==> src/rtl/decode_pkg.sv <==
// rtl/decode_pkg.sv - opcodes, instruction classes and decoded-record type for i_decode
package decode_pkg;

    localparam logic [6:0] OP_ALU_R     = 7'b0110011;
    localparam logic [6:0] OP_ALU_I     = 7'b0010011;
    localparam logic [6:0] OP_LOAD      = 7'b0000011;
    localparam logic [6:0] OP_STORE     = 7'b0100011;
    localparam logic [6:0] OP_BRANCH    = 7'b1100011;
    localparam logic [6:0] OP_JAL       = 7'b1101111;
    localparam logic [6:0] OP_JALR      = 7'b1100111;
    localparam logic [6:0] OP_LUI       = 7'b0110111;
    localparam logic [6:0] OP_AUIPC     = 7'b0010111;
    localparam logic [6:0] OP_SYSTEM    = 7'b1110011;
    localparam logic [6:0] OP_VEC_ARITH = 7'b1010111;
    localparam logic [6:0] OP_VEC_LOAD  = 7'b0000111;
    localparam logic [6:0] OP_VEC_STORE = 7'b0100111;

    localparam logic [2:0] F3_OPIVI = 3'b011;

    typedef enum logic [3:0] {
        CLS_ALU_R     = 4'd0,
        CLS_ALU_I     = 4'd1,
        CLS_LOAD      = 4'd2,
        CLS_STORE     = 4'd3,
        CLS_BRANCH    = 4'd4,
        CLS_JAL       = 4'd5,
        CLS_JALR      = 4'd6,
        CLS_LUI       = 4'd7,
        CLS_AUIPC     = 4'd8,
        CLS_SYSTEM    = 4'd9,
        CLS_VEC_ARITH = 4'd10,
        CLS_VEC_LOAD  = 4'd11,
        CLS_VEC_STORE = 4'd12,
        CLS_ILLEGAL   = 4'd15
    } is_class_e;

    typedef struct packed {
        is_class_e   cls;
        logic [4:0]  rd;
        logic [4:0]  rs1;
        logic [4:0]  rs2;
        logic [2:0]  funct3;
        logic [6:0]  funct7;
        logic [31:0] imm;
        logic        branch;
    } dec_rec_t;

endpackage

==> src/rtl/i_decode_if.sv <==
// rtl/i_decode_if.sv - fetch-side and issue-side signals of the decode stage
interface i_decode_if #(
    parameter int INST_WIDTH = 32
);
    logic                  if_valid;
    logic [INST_WIDTH-1:0] if_inst;
    logic                  if_vacant;
    logic                  is_valid;
    logic                  is_ready;
    logic [3:0]            is_class;
    logic [4:0]            is_rd;
    logic [4:0]            is_rs1;
    logic [4:0]            is_rs2;
    logic [2:0]            is_funct3;
    logic [6:0]            is_funct7;
    logic [31:0]           is_imm;
    logic                  is_branch;
    logic                  err_overflow;

    modport master (
        output if_valid, if_inst, is_ready,
        input  if_vacant, is_valid, is_class, is_rd, is_rs1, is_rs2,
               is_funct3, is_funct7, is_imm, is_branch, err_overflow
    );

    modport slave (
        input  if_valid, if_inst, is_ready,
        output if_vacant, is_valid, is_class, is_rd, is_rs1, is_rs2,
               is_funct3, is_funct7, is_imm, is_branch, err_overflow
    );
endinterface

==> src/rtl/i_decode_inst_decoder.sv <==
// rtl/i_decode_inst_decoder.sv - combinational RV32I + vector opcode decoder
module inst_decoder
    import decode_pkg::*;
(
    input  logic [31:0] inst_i,
    output dec_rec_t    rec_o
);

    always_comb begin
        rec_o.cls    = CLS_ILLEGAL;
        rec_o.rd     = inst_i[11:7];
        rec_o.rs1    = inst_i[19:15];
        rec_o.rs2    = inst_i[24:20];
        rec_o.funct3 = inst_i[14:12];
        rec_o.funct7 = inst_i[31:25];
        rec_o.imm    = '0;
        rec_o.branch = 1'b0;
        // Opcode includes inst[1:0], so non-32-bit encodings fall through to ILLEGAL.
        case (inst_i[6:0])
            OP_ALU_R:     rec_o.cls = CLS_ALU_R;
            OP_ALU_I: begin
                rec_o.cls = CLS_ALU_I;
                rec_o.imm = {{21{inst_i[31]}}, inst_i[30:20]};
            end
            OP_LOAD: begin
                rec_o.cls = CLS_LOAD;
                rec_o.imm = {{21{inst_i[31]}}, inst_i[30:20]};
            end
            OP_STORE: begin
                rec_o.cls = CLS_STORE;
                rec_o.imm = {{21{inst_i[31]}}, inst_i[30:25], inst_i[11:7]};
            end
            OP_BRANCH: begin
                rec_o.cls    = CLS_BRANCH;
                rec_o.branch = 1'b1;
                rec_o.imm    = {{20{inst_i[31]}}, inst_i[7], inst_i[30:25], inst_i[11:8], 1'b0};
            end
            OP_JAL: begin
                rec_o.cls = CLS_JAL;
                rec_o.imm = {{12{inst_i[31]}}, inst_i[19:12], inst_i[20], inst_i[30:21], 1'b0};
            end
            OP_JALR: begin
                rec_o.cls = CLS_JALR;
                rec_o.imm = {{21{inst_i[31]}}, inst_i[30:20]};
            end
            OP_LUI: begin
                rec_o.cls = CLS_LUI;
                rec_o.imm = {inst_i[31:12], 12'b0};
            end
            OP_AUIPC: begin
                rec_o.cls = CLS_AUIPC;
                rec_o.imm = {inst_i[31:12], 12'b0};
            end
            OP_SYSTEM: begin
                rec_o.cls = CLS_SYSTEM;
                rec_o.imm = {{21{inst_i[31]}}, inst_i[30:20]};
            end
            OP_VEC_ARITH: begin
                rec_o.cls = CLS_VEC_ARITH;
                if (inst_i[14:12] == F3_OPIVI) begin
                    rec_o.imm = {{27{inst_i[19]}}, inst_i[19:15]};
                end
            end
            OP_VEC_LOAD:  rec_o.cls = CLS_VEC_LOAD;
            OP_VEC_STORE: rec_o.cls = CLS_VEC_STORE;
            default:      rec_o.cls = CLS_ILLEGAL;
        endcase
    end

endmodule

==> src/rtl/i_decode.sv <==
// rtl/i_decode.sv - decode stage: raw-instruction FIFO, decoder and registered issue record
module i_decode
    import decode_pkg::*;
#(
    parameter int INST_WIDTH = 32,
    parameter int DEPTH      = 2
) (
    input  logic        clk,
    input  logic        rst_n,
    i_decode_if.slave   bus
);

    localparam int PTR_W = $clog2(DEPTH);
    localparam int CNT_W = PTR_W + 1;
    localparam logic [CNT_W-1:0] FULL_CNT = CNT_W'(DEPTH);

    logic [INST_WIDTH-1:0] mem_q [DEPTH];
    logic [PTR_W-1:0]      wr_ptr_q;
    logic [PTR_W-1:0]      rd_ptr_q;
    logic [CNT_W-1:0]      count_q;
    logic [CNT_W-1:0]      count_d;
    dec_rec_t              rec_q;
    logic                  valid_q;
    logic                  err_q;

    logic     full;
    logic     push;
    logic     pop;
    dec_rec_t head_rec;

    inst_decoder u_inst_decoder (
        .inst_i (mem_q[rd_ptr_q]),
        .rec_o  (head_rec)
    );

    // Overflow is judged against the pre-pop count even if a pop frees a slot.
    assign full = (count_q == FULL_CNT);
    assign push = bus.if_valid && !full;
    assign pop  = (!valid_q || bus.is_ready) && (count_q != '0);

    always_comb begin
        count_d = count_q;
        if (push && !pop) begin
            count_d = count_q + 1'b1;
        end else if (!push && pop) begin
            count_d = count_q - 1'b1;
        end
    end

    always_ff @(posedge clk) begin
        if (push) begin
            mem_q[wr_ptr_q] <= bus.if_inst;
        end
    end

    always_ff @(posedge clk) begin
        if (!rst_n) begin
            wr_ptr_q <= '0;
            rd_ptr_q <= '0;
            count_q  <= '0;
            rec_q    <= '0;
            valid_q  <= 1'b0;
            err_q    <= 1'b0;
        end else begin
            count_q <= count_d;
            if (push) begin
                wr_ptr_q <= wr_ptr_q + 1'b1;
            end
            if (bus.if_valid && full) begin
                err_q <= 1'b1;
            end
            if (pop) begin
                rec_q    <= head_rec;
                rd_ptr_q <= rd_ptr_q + 1'b1;
                valid_q  <= 1'b1;
            end else if (bus.is_ready) begin
                valid_q  <= 1'b0;
            end
        end
    end

    assign bus.if_vacant    = !full;
    assign bus.is_valid     = valid_q;
    assign bus.is_class     = rec_q.cls;
    assign bus.is_rd        = rec_q.rd;
    assign bus.is_rs1       = rec_q.rs1;
    assign bus.is_rs2       = rec_q.rs2;
    assign bus.is_funct3    = rec_q.funct3;
    assign bus.is_funct7    = rec_q.funct7;
    assign bus.is_imm       = rec_q.imm;
    assign bus.is_branch    = rec_q.branch;
    assign bus.err_overflow = err_q;

endmodule

==> src/flat_wrapper.sv <==
// flat-port wrapper written by rule: the top's interface ports become plain ports
module i_decode_flat import decode_pkg::*;
#(
    parameter int INST_WIDTH = 32,
    parameter int DEPTH      = 2
)
  (clk, rst_n, bus_if_valid, bus_if_inst, bus_is_ready, bus_if_vacant, bus_is_valid, bus_is_class, bus_is_rd, bus_is_rs1, bus_is_rs2, bus_is_funct3, bus_is_funct7, bus_is_imm, bus_is_branch, bus_err_overflow);
  i_decode_if #(.INST_WIDTH(INST_WIDTH)) bus_i ();
  input  logic clk;
  input  logic rst_n;
  input wire logic [$bits(bus_i.if_valid)-1:0] bus_if_valid;
  input wire logic [$bits(bus_i.if_inst)-1:0] bus_if_inst;
  input wire logic [$bits(bus_i.is_ready)-1:0] bus_is_ready;
  output wire logic [$bits(bus_i.if_vacant)-1:0] bus_if_vacant;
  output wire logic [$bits(bus_i.is_valid)-1:0] bus_is_valid;
  output wire logic [$bits(bus_i.is_class)-1:0] bus_is_class;
  output wire logic [$bits(bus_i.is_rd)-1:0] bus_is_rd;
  output wire logic [$bits(bus_i.is_rs1)-1:0] bus_is_rs1;
  output wire logic [$bits(bus_i.is_rs2)-1:0] bus_is_rs2;
  output wire logic [$bits(bus_i.is_funct3)-1:0] bus_is_funct3;
  output wire logic [$bits(bus_i.is_funct7)-1:0] bus_is_funct7;
  output wire logic [$bits(bus_i.is_imm)-1:0] bus_is_imm;
  output wire logic [$bits(bus_i.is_branch)-1:0] bus_is_branch;
  output wire logic [$bits(bus_i.err_overflow)-1:0] bus_err_overflow;
  assign bus_i.if_valid = bus_if_valid;
  assign bus_i.if_inst = bus_if_inst;
  assign bus_i.is_ready = bus_is_ready;
  assign bus_if_vacant = bus_i.if_vacant;
  assign bus_is_valid = bus_i.is_valid;
  assign bus_is_class = bus_i.is_class;
  assign bus_is_rd = bus_i.is_rd;
  assign bus_is_rs1 = bus_i.is_rs1;
  assign bus_is_rs2 = bus_i.is_rs2;
  assign bus_is_funct3 = bus_i.is_funct3;
  assign bus_is_funct7 = bus_i.is_funct7;
  assign bus_is_imm = bus_i.is_imm;
  assign bus_is_branch = bus_i.is_branch;
  assign bus_err_overflow = bus_i.err_overflow;
  i_decode #(.INST_WIDTH(INST_WIDTH), .DEPTH(DEPTH)) u_core (.clk(clk), .rst_n(rst_n), .bus(bus_i));
endmodule
==> config.mk <==
export PLATFORM = sky130hd
export DESIGN_NAME = i_decode_flat
export DESIGN_NICKNAME = d
export VERILOG_FILES = /design/src/rtl/decode_pkg.sv /design/src/rtl/i_decode_if.sv /design/src/rtl/i_decode_inst_decoder.sv /design/src/rtl/i_decode.sv /design/src/flat_wrapper.sv
export SDC_FILE = /design/constraint.sdc
export NUM_CORES = 1
export LEC_CHECK = 0
export ABC_AREA = 1
export CAP_MARGIN = 20
export CORE_MARGIN = 2
export CORE_UTILIZATION = 52
export DETAILED_ROUTE_END_ITERATION = 8
export PLACE_DENSITY = 0.79
export SETUP_SLACK_MARGIN = 0.02
export SLEW_MARGIN = 0
export SYNTH_ARGS = -nofsm -noshare
export SYNTH_HDL_FRONTEND = slang
export SYNTH_SLANG_ARGS = --single-unit
==> constraint.sdc <==
create_clock -name clk -period 2.9 [get_ports clk]
set_input_delay 0.435 -clock clk [delete_from_list [all_inputs] [get_ports clk]]
set_output_delay 0.435 -clock clk [all_outputs]
set_load 0.02 [all_outputs]
==> results of run 1 <==
[cell type report]
class,instances,area share [%]
Clock inverter,9,1.07
Inverter,40,2.10
Multi-Input combinational cell,441,28.3
Timing Repair Buffer,106,14.4
Tap cell,140,2.41
Clock buffer,23,6.43
Sequential cell,133,45.4
[flip-flops by register name, summed over array words and instances (netlist names), named ones only]
| name | cells |
|---|---|
| u_core.bus.is_imm | 32 |
| u_core.bus.is_rs2 | 5 |
| u_core.bus.is_funct3 | 3 |
| u_core.wr_ptr_q | 1 |
| u_core.rd_ptr_q | 1 |
| u_core.bus.is_class | 4 |
| u_core.count_q | 2 |
| u_core.bus.is_rs1 | 5 |
| u_core.bus.is_funct7 | 7 |
| u_core.bus.is_branch | 1 |
| u_core.bus.is_rd | 5 |
| u_core.mem_q | 64 |
| u_core.bus.err_overflow | 1 |
| u_core.bus.is_valid | 1 |
[synthesized netlist by cell type, types with 2 or more instances]
library cell / count / share of area, %
dfxtp_1: 69 / 24
nand2_1: 253 / 17
o21ai_0: 18 / 1.6
a211oi_1: 4 / 0.53
buf_2: 9 / 0.79
buf_6: 4 / 0.79
nand3_2: 2 / 0.35
nand4_1: 21 / 2.3
a21oi_1: 64 / 5.7
nor2_4: 4 / 0.79
nor3_1: 2 / 0.18
a31oi_1: 2 / 0.22
nand3_1: 10 / 0.88
nand3_4: 2 / 0.62
nor2_1: 27 / 1.8
buf_1: 2 / 0.13
nor2_2: 2 / 0.22
inv_2: 4 / 0.26
nand2_4: 4 / 0.79
o211ai_1: 2 / 0.26
nand2_2: 11 / 1.2
inv_1: 35 / 2.3
o21ai_1: 6 / 0.53
edfxtp_1: 64 / 34
clkbuf_1: 17 / 1.1
[kinds of logic after synthesis]
family	Yosys count	synth area share, %
simple gates	342	26.7
flops	133	58.3
compound gates	97	8.99
buf+inv	73	5.67
xor+xnor	1	0.155
fa+ha+maj	1	0.221
[routing by layer]
metal	track usage [%]	share of wire, %	up-vias
li1	-	-	2313
met1	31.1	42	2187
met2	39.8	49	199
met3	6.69	7.3	31
met4	10.2	2.1	0
met5	0	0	-
[worst min-delay path by stage]
stage / endpoint / slack (ns) / from / cells after the start
2_1_floorplan: flop / 0.43 / u_core.rd_ptr_q / 1
3_3_place_gp: u_core.rd_ptr_q / 0.44 / u_core.rd_ptr_q / 1
3_5_place_dp: u_core.rd_ptr_q / 0.45 / u_core.rd_ptr_q / 1
4_1_cts: u_core.rd_ptr_q / 0.46 / u_core.rd_ptr_q / 1
5_1_grt: u_core.mem_q[1][20] / 0.48 / bus_if_inst[20] / 1
6_report: u_core.rd_ptr_q / 0.46 / u_core.rd_ptr_q / 1
[through the flow]
stage          cells  utilization (%)  hold WS [ns]  setup WS (ns)  cell area [µm²]
6_report         892             67.8         0.461          0.471             7280
4_1_cts          892             67.8         0.457          0.512             7280
3_5_place_dp     860             62.7         0.449          0.538             6740
2_1_floorplan    647                -         0.425          0.385             5670
5_1_grt          892             67.8         0.475          0.195             7280
3_3_place_gp     860             62.7         0.438          0.637             6740
[report_power, final]
part	internal (mW)	switching, mW
combinational	0.827	1.72
clock	1.20	0.774
sequential	2.36	0.192
[worst reg2reg max path: stages, from the launching register on]
cell	delay (ns)
dfxtp_1	0.34
buf_4	0.39
nand2_1	0.11
nand2_1	0.20
nand2_2	0.15
nor2_2	0.18
nand2_2	0.10
nand3_2	0.10
nand2_1	0.35
nand4_1	0.22
nand2_1	0.07
a21oi_1	0.16
==> results.json, run 1 <==
{
  "grt.total_usage_pct": 24.6,
  "gp_congestion": 1.05,
  "numCtsBuffers": 17,
  "area_growth_pct": 28.5,
  "async_reset_ff_share_pct": 0,
  "grt_pass1_wl_um": 22100,
  "finalHoldViolations": 0,
  "ant_nets": 0,
  "synth_seq_cells": 133,
  "firstDrtPassIters": 5,
  "tightest_slew_ns": 0.709,
  "fin_crit_ns": 2.43,
  "antenna_found_initial": 0,
  "grt_pass1_vias": 4571,
  "vdd_drop_max_uv": 635,
  "reg2reg_depth": 11,
  "clockBufferDepth": 2,
  "synth_cell_type_count": 34,
  "crit_type": "flop to flop",
  "worst_setup_path_start_kind": "flop",
  "max_freq_ghz": 0.412,
  "diodes": 0,
  "synthCells": 647,
  "drive_gt1_share_pct": 9.18,
  "die_w_um": 108,
  "min_path_type": "flop to flop",
  "path_buf_inv": 1,
  "ys_seq_area_share_pct": 58.3,
  "yosysWarnings": 0,
  "holdBufCountCts": 0,
  "coreArea_um2": 10700,
  "wire_per_inst_um": 15.5,
  "tns_ns": 0,
  "die-area_um2": 11700,
  "mostFrequentLayoutCell": "nand2_1",
  "r2r-end": "u_core.bus.is_imm[21]",
  "slowest_stage": "buf_4",
  "setup_violations": 0,
  "p_per_area_nw_per_um2": 971,
  "num-nets-final": 776,
  "clk_pin_slew_ns": 0.06,
  "p_leak_nw": 2.92,
  "crit_path_end_kind": "flop",
  "fin_skew_ns": 0.00822,
  "port_buffers": 100,
  "crit_fanout": 41,
  "outcome": "finished clean",
  "drc": 0,
  "grt_max_degree": 76,
  "die_y_um": 108,
  "cts.sinks": 133,
  "maxCapViolCount": 0,
  "cts_setup_buffers": 0,
  "syn_area_um2": 5670,
  "slew_headroom_pct": 52.7,
  "post-route-period-util_pct": 83.8,
  "totalWireLength_um": 13800,
  "synth_edf_count": 64,
  "cp.arrival_ns": 2.89,
  "seqCellArea_um2": 3300,
  "cts-root-buf": "clkbuf_8",
  "rows": 38,
  "multiInputGateArea_um2": 2060,
  "ys.flop_type": "dfxtp_1",
  "rsz0062_at_grt": "false",
  "post_cts_resized": 0,
  "cp_top_family": "simple AND/OR/NAND/NOR gates",
  "clock_latency_ns": 0.54,
  "setup.worst_path.end": "u_core.bus.is_imm[21]",
  "vias": 4730,
  "cts_tree": "done",
  "syn_avg_cell_area_um2": 8.76,
  "synth_nets": 684,
  "path_common_cell": "nand2_1",
  "crit_chain": "buf_4 -> nand2_1 -> nand2_1 -> nand2_2 -> nor2_2 -> nand2_2 -> nand3_2 -> nand2_1 -> nand4_1 -> nand2_1 -> a21oi_1",
  "rrSetupSlack_ns": 0.47,
  "cp_slowest_stage_delay_ns": 0.39,
  "first_iter_violations": 465,
  "ios": 101,
  "place_hpwl_um": 9220,
  "initial_core_util_pct": 52.7,
  "vias_per_cell": 5.30,
  "final_cell_mix": "nand2_1 (253), clkdlybuf4s50_1 (100), dfxtp_1 (69)",
  "required_ns": 3.36,
  "maxSlewViolCount": 0,
  "nFillCells": 860,
  "worst-path-stages": 11,
  "p_total_mw": 7.07,
  "h-tree-depth": 4,
  "gr-total-overflow": 0
}
(Power assumes the default switching activity.)
==> run 2: changes to the inputs <==
CORE_UTILIZATION = 47   (was 52)
PLACE_DENSITY = 0.75   (was 0.79)
clock period = 2.2 ns   (was 2.9 ns; I/O delays follow)
==> run 2 against run 1 <==
Effect of this change:
- core utilization down 5.6 points
- non-clock buffer count up 5
- sequential power up 32%
- clock skew is 0.00054 ns higher
- combinational power is 37% higher
- count of clock-buffer cells in the layout down 4
- sequential cell count unchanged
- via count decreased by 0.32%
- critical path type unchanged
- largest power group is now combinational cells
==> results.json, run 2 (synthesis results as in run 1) <==
{
  "initial_core_util_pct": 47.6,
  "tns_ns": 0,
  "clock_latency_ns": 0.42,
  "cts-root-buf": "clkbuf_16",
  "post-place-ws_ns": 0.173,
  "crit_path_end_kind": "flop",
  "antenna_found_initial": 0,
  "drc": 0,
  "totalWireLength_um": 14000,
  "die_w_um": 114,
  "top_usage_layer": "met2",
  "coreArea_um2": 11900,
  "cp_top_family": "simple AND/OR/NAND/NOR gates",
  "vias": 4715,
  "cts.sinks": 133,
  "vdd_drop_max_uv": 561,
  "dp.cells": 872,
  "max_freq_ghz": 0.494,
  "tightest_slew_ns": 0.594,
  "h-tree-depth": 4,
  "die_y_um": 114,
  "cp.arrival_ns": 2.37,
  "crit_chain": "buf_4 -> nand2_1 -> nand2_1 -> nand2_2 -> nor2_2 -> nand2_2 -> nand2_1 -> inv_1 -> nand2_1 -> nand2_1 -> nand2_1 -> nand2_1 -> a21oi_1",
  "area_growth_pct": 30.7,
  "p_per_area_nw_per_um2": 1280,
  "num-nets-final": 781,
  "clockBufferDepth": 2,
  "place_hpwl_um": 9540,
  "grt_max_degree": 76,
  "wire_per_inst_um": 15.4,
  "gp_congestion": 0.885,
  "worst_setup_path_start_kind": "flop",
  "stdcell_area_um2": 7410,
  "numCtsBuffers": 17,
  "finalHoldViolations": 0,
  "slew_headroom_pct": 60.0,
  "gr-total-overflow": 0,
  "finalNonFillerCells": 904,
  "grt_pass1_vias": 4404,
  "diodes": 0,
  "path_buf_inv": 2,
  "fin_crit_ns": 2.03,
  "grt.total_usage_pct": 22.2,
  "grt_use_met1_pct": 30.3,
  "cp_slowest_stage_delay_ns": 0.41,
  "final_util_pct": 62.2,
  "port_buffers": 100,
  "grtUsageMet3_pct": 4.62,
  "path_common_cell": "nand2_1",
  "maxSlewViolCount": 0,
  "final_cell_mix": "nand2_1 (251), clkdlybuf4s50_1 (100), dfxtp_1 (69)",
  "ios": 101,
  "fin_skew_ns": 0.00876,
  "vias_per_cell": 5.22,
  "first_iter_violations": 420,
  "rsz0062_at_grt": "false",
  "final.setup.worst_slack_ns": 0.174,
  "maxCapViolCount": 0,
  "holdBufCountCts": 0,
  "p_total_mw": 9.51,
  "largest_register_ffs": 64,
  "setup_violations": 0,
  "outcome": "finished clean",
  "ant_nets": 0,
  "grt_use_met2_pct": 35.4,
  "min_path_type": "flop to flop",
  "p_leak_nw": 2.97,
  "crit_fanout": 10,
  "top_register": "u_core.mem_q",
  "crit_type": "flop to flop",
  "firstDrtPassIters": 5,
  "placedInstanceArea_um2": 6840,
  "mostFrequentLayoutCell": "nand2_1",
  "grt_pass1_wl_um": 22200,
  "rows": 40,
  "post-route-period-util_pct": 92.1,
  "slowest_stage": "dfxtp_1",
  "cts_tree": "done",
  "die-area_um2": 13000,
  "drive_gt1_share_pct": 10.3,
  "clk_pin_slew_ns": 0.06,
  "required_ns": 2.55,
  "holdWs_ns": 0.453
}
## run 2: cell count changes in the layout (fill, tap and decap cells not counted)
cell,previous run,this run
buf_6,0,1
nand2_1,253,251
inv_2,4,3
clkbuf_1,4,1
nand2_2,11,13
clkbuf_8,2,1
inv_4,1,2
buf_4,6,5
clkinv_4,1,4
clkinvlp_4,2,1
clkinv_1,1,2
inv_6,0,1
buf_12,0,5
## run 2: repair_timing
action | 4_1_cts | 5_1_grt
resized for setup | 0 | 4
endpoints found under the setup margin | 0 | 17
setup buffers | 0 | 0
## run 2: final timing paths
kind | depth (start not counted) | slack (ns) | end | startpoint
setup / recovery | 13 | 0.17 | u_core.bus.is_imm[10] | flop
hold / removal | 2 | 0.45 | u_core.bus.err_overflow | u_core.bus.err_overflow
setup reg to reg | 13 | 0.17 | u_core.bus.is_imm[10] | flop
hold reg to reg | 2 | 0.45 | u_core.bus.err_overflow | u_core.bus.err_overflow
## run 2: area by class of cell
cell class                 count  area [µm²]
tap                          147         184
multi-input combinational    441        2060
inverter                      40         155
timing repair buffer         111        1150
clock buffer                  19         443
fill                         998        4500
sequential                   133        3300
clock inverter                13         109
## run 2: worst min-delay path, cell delays in order, from the launching register on
cell and delay (ns):
dfxtp_1 0.31, inv_1 0.05, a21oi_1 0.05
## run 2: power by group
group | switching [mW] | total [mW] | internal (mW)
logic | 2.28 | 3.49 | 1.21
registers | 0.264 | 3.37 | 3.11
clock network | 1.07 | 2.64 | 1.57
total | 3.62 | 9.51 | 5.89
## run 2: layer usage
layer	share of wire (%)	wire, µm
met1	44	6200
met5	0	0
met4	1.2	167
met3	6.3	875
met2	48	6710
